**src/rtl/latch_gate_sequencer.sv**
```systemverilog
// Round-robin sequencer sharing one transparent latch: setup / gate-open / hold timing.
// Optional macro LATCH_READBACK_EN adds q_in readback and a sticky rb_err flag.
module latch_gate_sequencer #(
  parameter int N_REQ     = 4,
  parameter int WIDTH     = 8,
  parameter int SETUP_CYC = 1,
  parameter int OPEN_CYC  = 2,
  parameter int HOLD_CYC  = 1
) (
  input  logic                   clk,
  input  logic                   rst_n,
  input  logic [N_REQ-1:0]       req,
  input  logic [N_REQ*WIDTH-1:0] din,
`ifdef LATCH_READBACK_EN
  input  logic [WIDTH-1:0]       q_in,
  output logic                   rb_err,
`endif
  output logic [N_REQ-1:0]       gnt,
  output logic [WIDTH-1:0]       D_out,
  output logic                   G_out,
  output logic                   busy,
  output logic                   done,
  output logic [1:0]             state_dbg
);

  // Handshake: req is a level request; the matching gnt bit stays high from the
  // grant edge through the last HOLD cycle, and done marks that last cycle.
  localparam int MAX_CYC = (SETUP_CYC > OPEN_CYC) ?
                           ((SETUP_CYC > HOLD_CYC) ? SETUP_CYC : HOLD_CYC) :
                           ((OPEN_CYC > HOLD_CYC) ? OPEN_CYC : HOLD_CYC);
  localparam int CNT_W = $clog2(MAX_CYC + 1);
  localparam int PTR_W = $clog2(N_REQ);

  typedef enum logic [1:0] {IDLE, SETUP, OPEN, HOLD} state_e;

  state_e             state_q, state_d;
  logic [CNT_W-1:0]   cnt_q, cnt_d;
  logic [PTR_W-1:0]   rr_q, rr_d;
  logic [PTR_W-1:0]   idx_q, idx_d;
  logic [PTR_W-1:0]   cand;
  logic [PTR_W-1:0]   win_idx;
  logic               win_found;

  logic [N_REQ-1:0]   gnt_q, gnt_d;
  logic [WIDTH-1:0]   d_out_q, d_out_d;
  logic               g_q, g_d;
  logic               busy_q, busy_d;
  logic               done_q, done_d;

  always_ff @(posedge clk or negedge rst_n) begin
    if (!rst_n) begin
      state_q <= IDLE;
      cnt_q   <= '0;
      rr_q    <= '0;
      idx_q   <= '0;
    end else begin
      state_q <= state_d;
      cnt_q   <= cnt_d;
      rr_q    <= rr_d;
      idx_q   <= idx_d;
    end
  end

  // Round-robin search upward from rr_q, wrapping at N_REQ-1.
  always_comb begin
    win_found = 1'b0;
    win_idx   = '0;
    cand      = '0;
    for (int k = 0; k < N_REQ; k++) begin
      cand = PTR_W'((int'(rr_q) + k) % N_REQ);
      if (!win_found && req[cand]) begin
        win_found = 1'b1;
        win_idx   = cand;
      end
    end
  end

  always_comb begin
    state_d = state_q;
    cnt_d   = cnt_q;
    rr_d    = rr_q;
    idx_d   = idx_q;
    case (state_q)
      IDLE: begin
        cnt_d = '0;
        if (win_found) begin
          state_d = SETUP;
          idx_d   = win_idx;
        end
      end
      SETUP: begin
        if (int'(cnt_q) == SETUP_CYC - 1) begin
          state_d = OPEN;
          cnt_d   = '0;
        end else begin
          cnt_d = cnt_q + 1'b1;
        end
      end
      OPEN: begin
        if (int'(cnt_q) == OPEN_CYC - 1) begin
          state_d = HOLD;
          cnt_d   = '0;
        end else begin
          cnt_d = cnt_q + 1'b1;
        end
      end
      HOLD: begin
        if (int'(cnt_q) == HOLD_CYC - 1) begin
          state_d = IDLE;
          cnt_d   = '0;
          rr_d    = (int'(idx_q) == N_REQ - 1) ? '0 : idx_q + 1'b1;
        end else begin
          cnt_d = cnt_q + 1'b1;
        end
      end
      default: state_d = IDLE;
    endcase
  end

  // Outputs are decoded from the next state so every output is a flop.
  always_comb begin
    gnt_d   = '0;
    d_out_d = d_out_q;
    if (state_d != IDLE) gnt_d[idx_d] = 1'b1;
    if (state_q == IDLE && win_found) begin
      for (int i = 0; i < N_REQ; i++) begin
        if (int'(win_idx) == i) d_out_d = din[i*WIDTH +: WIDTH];
      end
    end
    g_d    = (state_d == OPEN);
    busy_d = (state_d != IDLE);
    done_d = (state_d == HOLD) && (int'(cnt_d) == HOLD_CYC - 1);
  end

  always_ff @(posedge clk or negedge rst_n) begin
    if (!rst_n) begin
      gnt_q   <= '0;
      d_out_q <= '0;
      g_q     <= 1'b0;
      busy_q  <= 1'b0;
      done_q  <= 1'b0;
    end else begin
      gnt_q   <= gnt_d;
      d_out_q <= d_out_d;
      g_q     <= g_d;
      busy_q  <= busy_d;
      done_q  <= done_d;
    end
  end

`ifdef LATCH_READBACK_EN
  logic rb_err_q, rb_err_d;

  // Latch Q is compared once, in the first HOLD cycle after the gate has closed.
  always_comb begin
    rb_err_d = rb_err_q;
    if (state_q == HOLD && cnt_q == '0 && q_in != d_out_q) rb_err_d = 1'b1;
  end

  always_ff @(posedge clk or negedge rst_n) begin
    if (!rst_n) rb_err_q <= 1'b0;
    else        rb_err_q <= rb_err_d;
  end

  assign rb_err = rb_err_q;
`endif

  assign gnt       = gnt_q;
  assign D_out     = d_out_q;
  assign G_out     = g_q;
  assign busy      = busy_q;
  assign done      = done_q;
  assign state_dbg = state_q;

endmodule

```
**config.mk**
```make
export PLATFORM = sky130hd
export DESIGN_NAME = latch_gate_sequencer
export DESIGN_NICKNAME = d
export VERILOG_FILES = /design/src/rtl/latch_gate_sequencer.sv
export SDC_FILE = /design/constraint.sdc
export NUM_CORES = 1
export LEC_CHECK = 0
export BUFFER_PORTS_ARGS = -buffer_cell sky130_fd_sc_hd__buf_2
export CAP_MARGIN = 40
export CORE_MARGIN = 1.5
export CORE_UTILIZATION = 45
export CTS_CLUSTER_DIAMETER = 120
export CTS_CLUSTER_SIZE = 20
export DETAILED_ROUTE_END_ITERATION = 8
export MAX_ROUTING_LAYER = met4
export PLACE_DENSITY_LB_ADDON = 0.12
export SYNTH_ARGS = -nofsm -noshare
export SYNTH_HDL_FRONTEND = slang
export SYNTH_SLANG_ARGS = --single-unit
```
**constraint.sdc**
```tcl
create_clock -name clk -period 2.8 [get_ports clk]
set_input_delay 0.84 -clock clk [delete_from_list [all_inputs] [get_ports clk]]
set_output_delay 0.84 -clock clk [all_outputs]
set_load 0.02 [all_outputs]
```
==> run metrics <==
antenna violation net count after detailed routing=0; maximum VDD drop=0.615 mV; final non-filler cell area=0.00154 mm²; post-cts resize count=0; critical path's slowest cell=nor4_2; largest family of logic cells by synthesized area=multiplexers; # rows=18; die height=55.1 µm; source-to-sink clock delay at the later pin of the worst-skew pair=300 ps; H-tree levels=1; Logic pwr share=0.541; most common cell after layout, fill and taps aside=buf_2; compound-gate portion of the synthesized area=0.145; initial antenna violation count=0; root buf cell=clkbuf_4; First-pass DRT Iterations=4; first-pass GRT wire length=4.04 mm; Final Critical Period=2060 ps; Synthesis Warnings=0; total gr overflow=0; worst-margin pin slew=620 ps; CP startpoint kind=input port; sequential share of power=0.367; # port buffers=54; vias in the first global route=939; Clock Power Share=0.092; syn avg cell area=11.0 µm²; hold-fix buffers at CTS=0; layout cell share with drive strength beyond 1=0.377; Nets=211; Bufs and invs on worst path=1; DR iter-0 viols=10; Mapped Nets=154; Clock Tree Buf Depth=2; Power Dens Cells=1050 mW/mm²; CTS tree=built; Post-Syn Area=0.00122 mm²; P_int=896 µW; die area=0.00304 mm²; Worst setup EP type=flip-flop; setup_tns=0 ps; worst-path maximum fanout=8; Syn Inst Count=111; FMAX=486 MHz; Cell Chain, Critical Path=buf_2 -> nor4_2 -> nand2b_1 -> o21bai_1 -> o221ai_1; clock sinks=23; slew margin rel.=0.586; unrepaired setup endpoints after global routing=no; post-synthesis mux area share=0.157; ant diodes=0; largest net degree at the start of global routing=24; Critical Path RT=2970 ps; CP Class=input port to flip-flop; commonest non-fill, non-tap cells in the layout=54 x buf_2, 23 x dfrtp_1, 18 x mux2i_1; Hold Crit Class=input port to async pin; WL per Instance=13.4 µm; XOR/XNOR share of the synthesized area=0.00716; Reg clk slew, reported paths=120 ps; Placer Congestion=0.750; initial core utilization=0.485; DRT Wirelength=2.63 mm; Max Transition Viols Final=0; crit path DAT=2220 ps; switching power=720 µW; Tcrit/Tclk final=0.735; Synth top area share=0.471; post-synth top area cell=dfrtp_1; Cell variety after synth=32; placed inst area=0.00151 mm²; post-synthesis adder-cell area fraction=0.0512; switching share of power=0.445; Inserted Clock Buffers=3; Detail Placement HPWL=2.12 mm; Vias=1,058; GRT Util Overall=0.194; area of the core=0.00252 mm²; Synth Area in Simple Gates=0.126; die width=55.1 µm; final setup vio count=0; final hold viol count=0; Leak=0.824 nW; status=finished, final reports clean; synth top area cells=dfrtp_1 47%, mux2i_1 15%, o221ai_1 5.7%; Seq/Total Area, Yosys=0.471; routed vias/inst=5.37; postcts setup bufs=0; Clock Skew=4.79 ps; drt drc=0; io pins=55; max cap viols=0; #FFs+latches synth=23; Crit path largest cell delay=440 ps; Crit path max-delay family=simple AND/OR/NAND/NOR gates; area grow syn2layout=25.9%
cell usage after synthesis:
cell type and n:
o21bai_1 1, buf_6 2, or2_1 1, nor3b_1 2
ha_1 5, clkbuf_1 1, nor4_2 1, inv_1 5
o31ai_2 1, nand3_1 1, a21boi_1 1, a211oi_1 1
o21ai_0 2, o21ai_1 1, or2_2 1, o221ai_1 8
a22o_1 1, o2bb2ai_1 1, o31ai_1 2, a21oi_1 3
a32o_1 1, mux2i_1 18, nand2b_1 3, nand2_1 13
nor2b_1 1, xnor2_1 1, mux2_1 1, nor2_1 6
buf_4 1, dfrtp_1 23, nor4_1 1, or3_1 1
flip-flops by register name, summed over array words and instances (netlist names):
signal     count
state_dbg      2
D_out          8
gnt            4
G_out          1
done           1
busy           1
idx_q          2
cnt_q          2
rr_q           2
final cells by class:
class,count,area (µm²)
fillers,231,983
inverters,5,18.8
clock buffers,3,22.5
multi-input cells,79,594
flip-flops and latches,23,576
repair buffers,56,285
clock inverters,1,5.00
well taps,30,37.5
logic make-up (layout without fill, tap and decap cells):
| kind of cell | after synthesis | in the layout |
|---|---|---|
| compound gates | 23 | 23 |
| mux | 19 | 19 |
| simple gates | 31 | 31 |
| buf+inv | 9 | 65 |
| xor+xnor | 1 | 1 |
| flops | 23 | 23 |
| fa+ha+maj | 5 | 5 |
worst reg2reg max path: cells and delay by family (launching register included):
kind / cells / cell delay (ps)
AO/OA/AOI/OAI: 2 / 300
multiplexers: 2 / 470
flip-flops: 1 / 460
AND/OR/NAND/NOR: 1 / 130
buffers and inverters: 1 / 260
through the flow:
stage / hold slack [ps] / power, mW / util / setup slack (ps) / std cells
4_1_cts: 486 / 1.63 / 0.610 / 751 / 197
3_5_place_dp: 477 / 1.48 / 0.599 / 402 / 193
5_1_grt: 502 / 1.76 / 0.610 / 583 / 197
6_report: 482 / 1.62 / 0.610 / 743 / 197
2_1_floorplan: 455 / 1.23 / - / 726 / 111
3_3_place_gp: 471 / 1.45 / 0.599 / 505 / 193
worst paths after layout:
kind	startpoint	end	slack (ps)	cells after the start
max in group asynchronous	rst_n	gnt[3]$_DFF_PN0_	1970	1
min in group clk	idx_q[0]$_DFF_PN0_	rr_q[0]$_DFFE_PN0P_	500	1
max	req[0]	D_out[3]$_DFFE_PN0P_	740	5
min reg2reg	idx_q[0]$_DFF_PN0_	rr_q[0]$_DFFE_PN0P_	500	1
max reg2reg	rr_q[1]$_DFFE_PN0P_	D_out[6]$_DFFE_PN0P_	1050	6
min	rst_n	rr_q[0]$_DFFE_PN0P_	480	1
metal layers:
layer / wire [µm] / GRT usage
met1: 1150 / 0.246
met2: 1320 / 0.329
met3: 156 / 0.0323
met4: 0 / 0.0366
met5: 0 / -
power by group through the flow:
stage,clock network [mW],logic [mW],registers (mW)
after floorplan,0,0.508,0.720
after global placement,0,0.852,0.594
after detailed placement,0,0.883,0.599
after CTS,0.156,0.885,0.594
after global routing,0.171,0.975,0.615
final,0.149,0.874,0.593
Note: power is estimated with default switching activity, not from simulation.
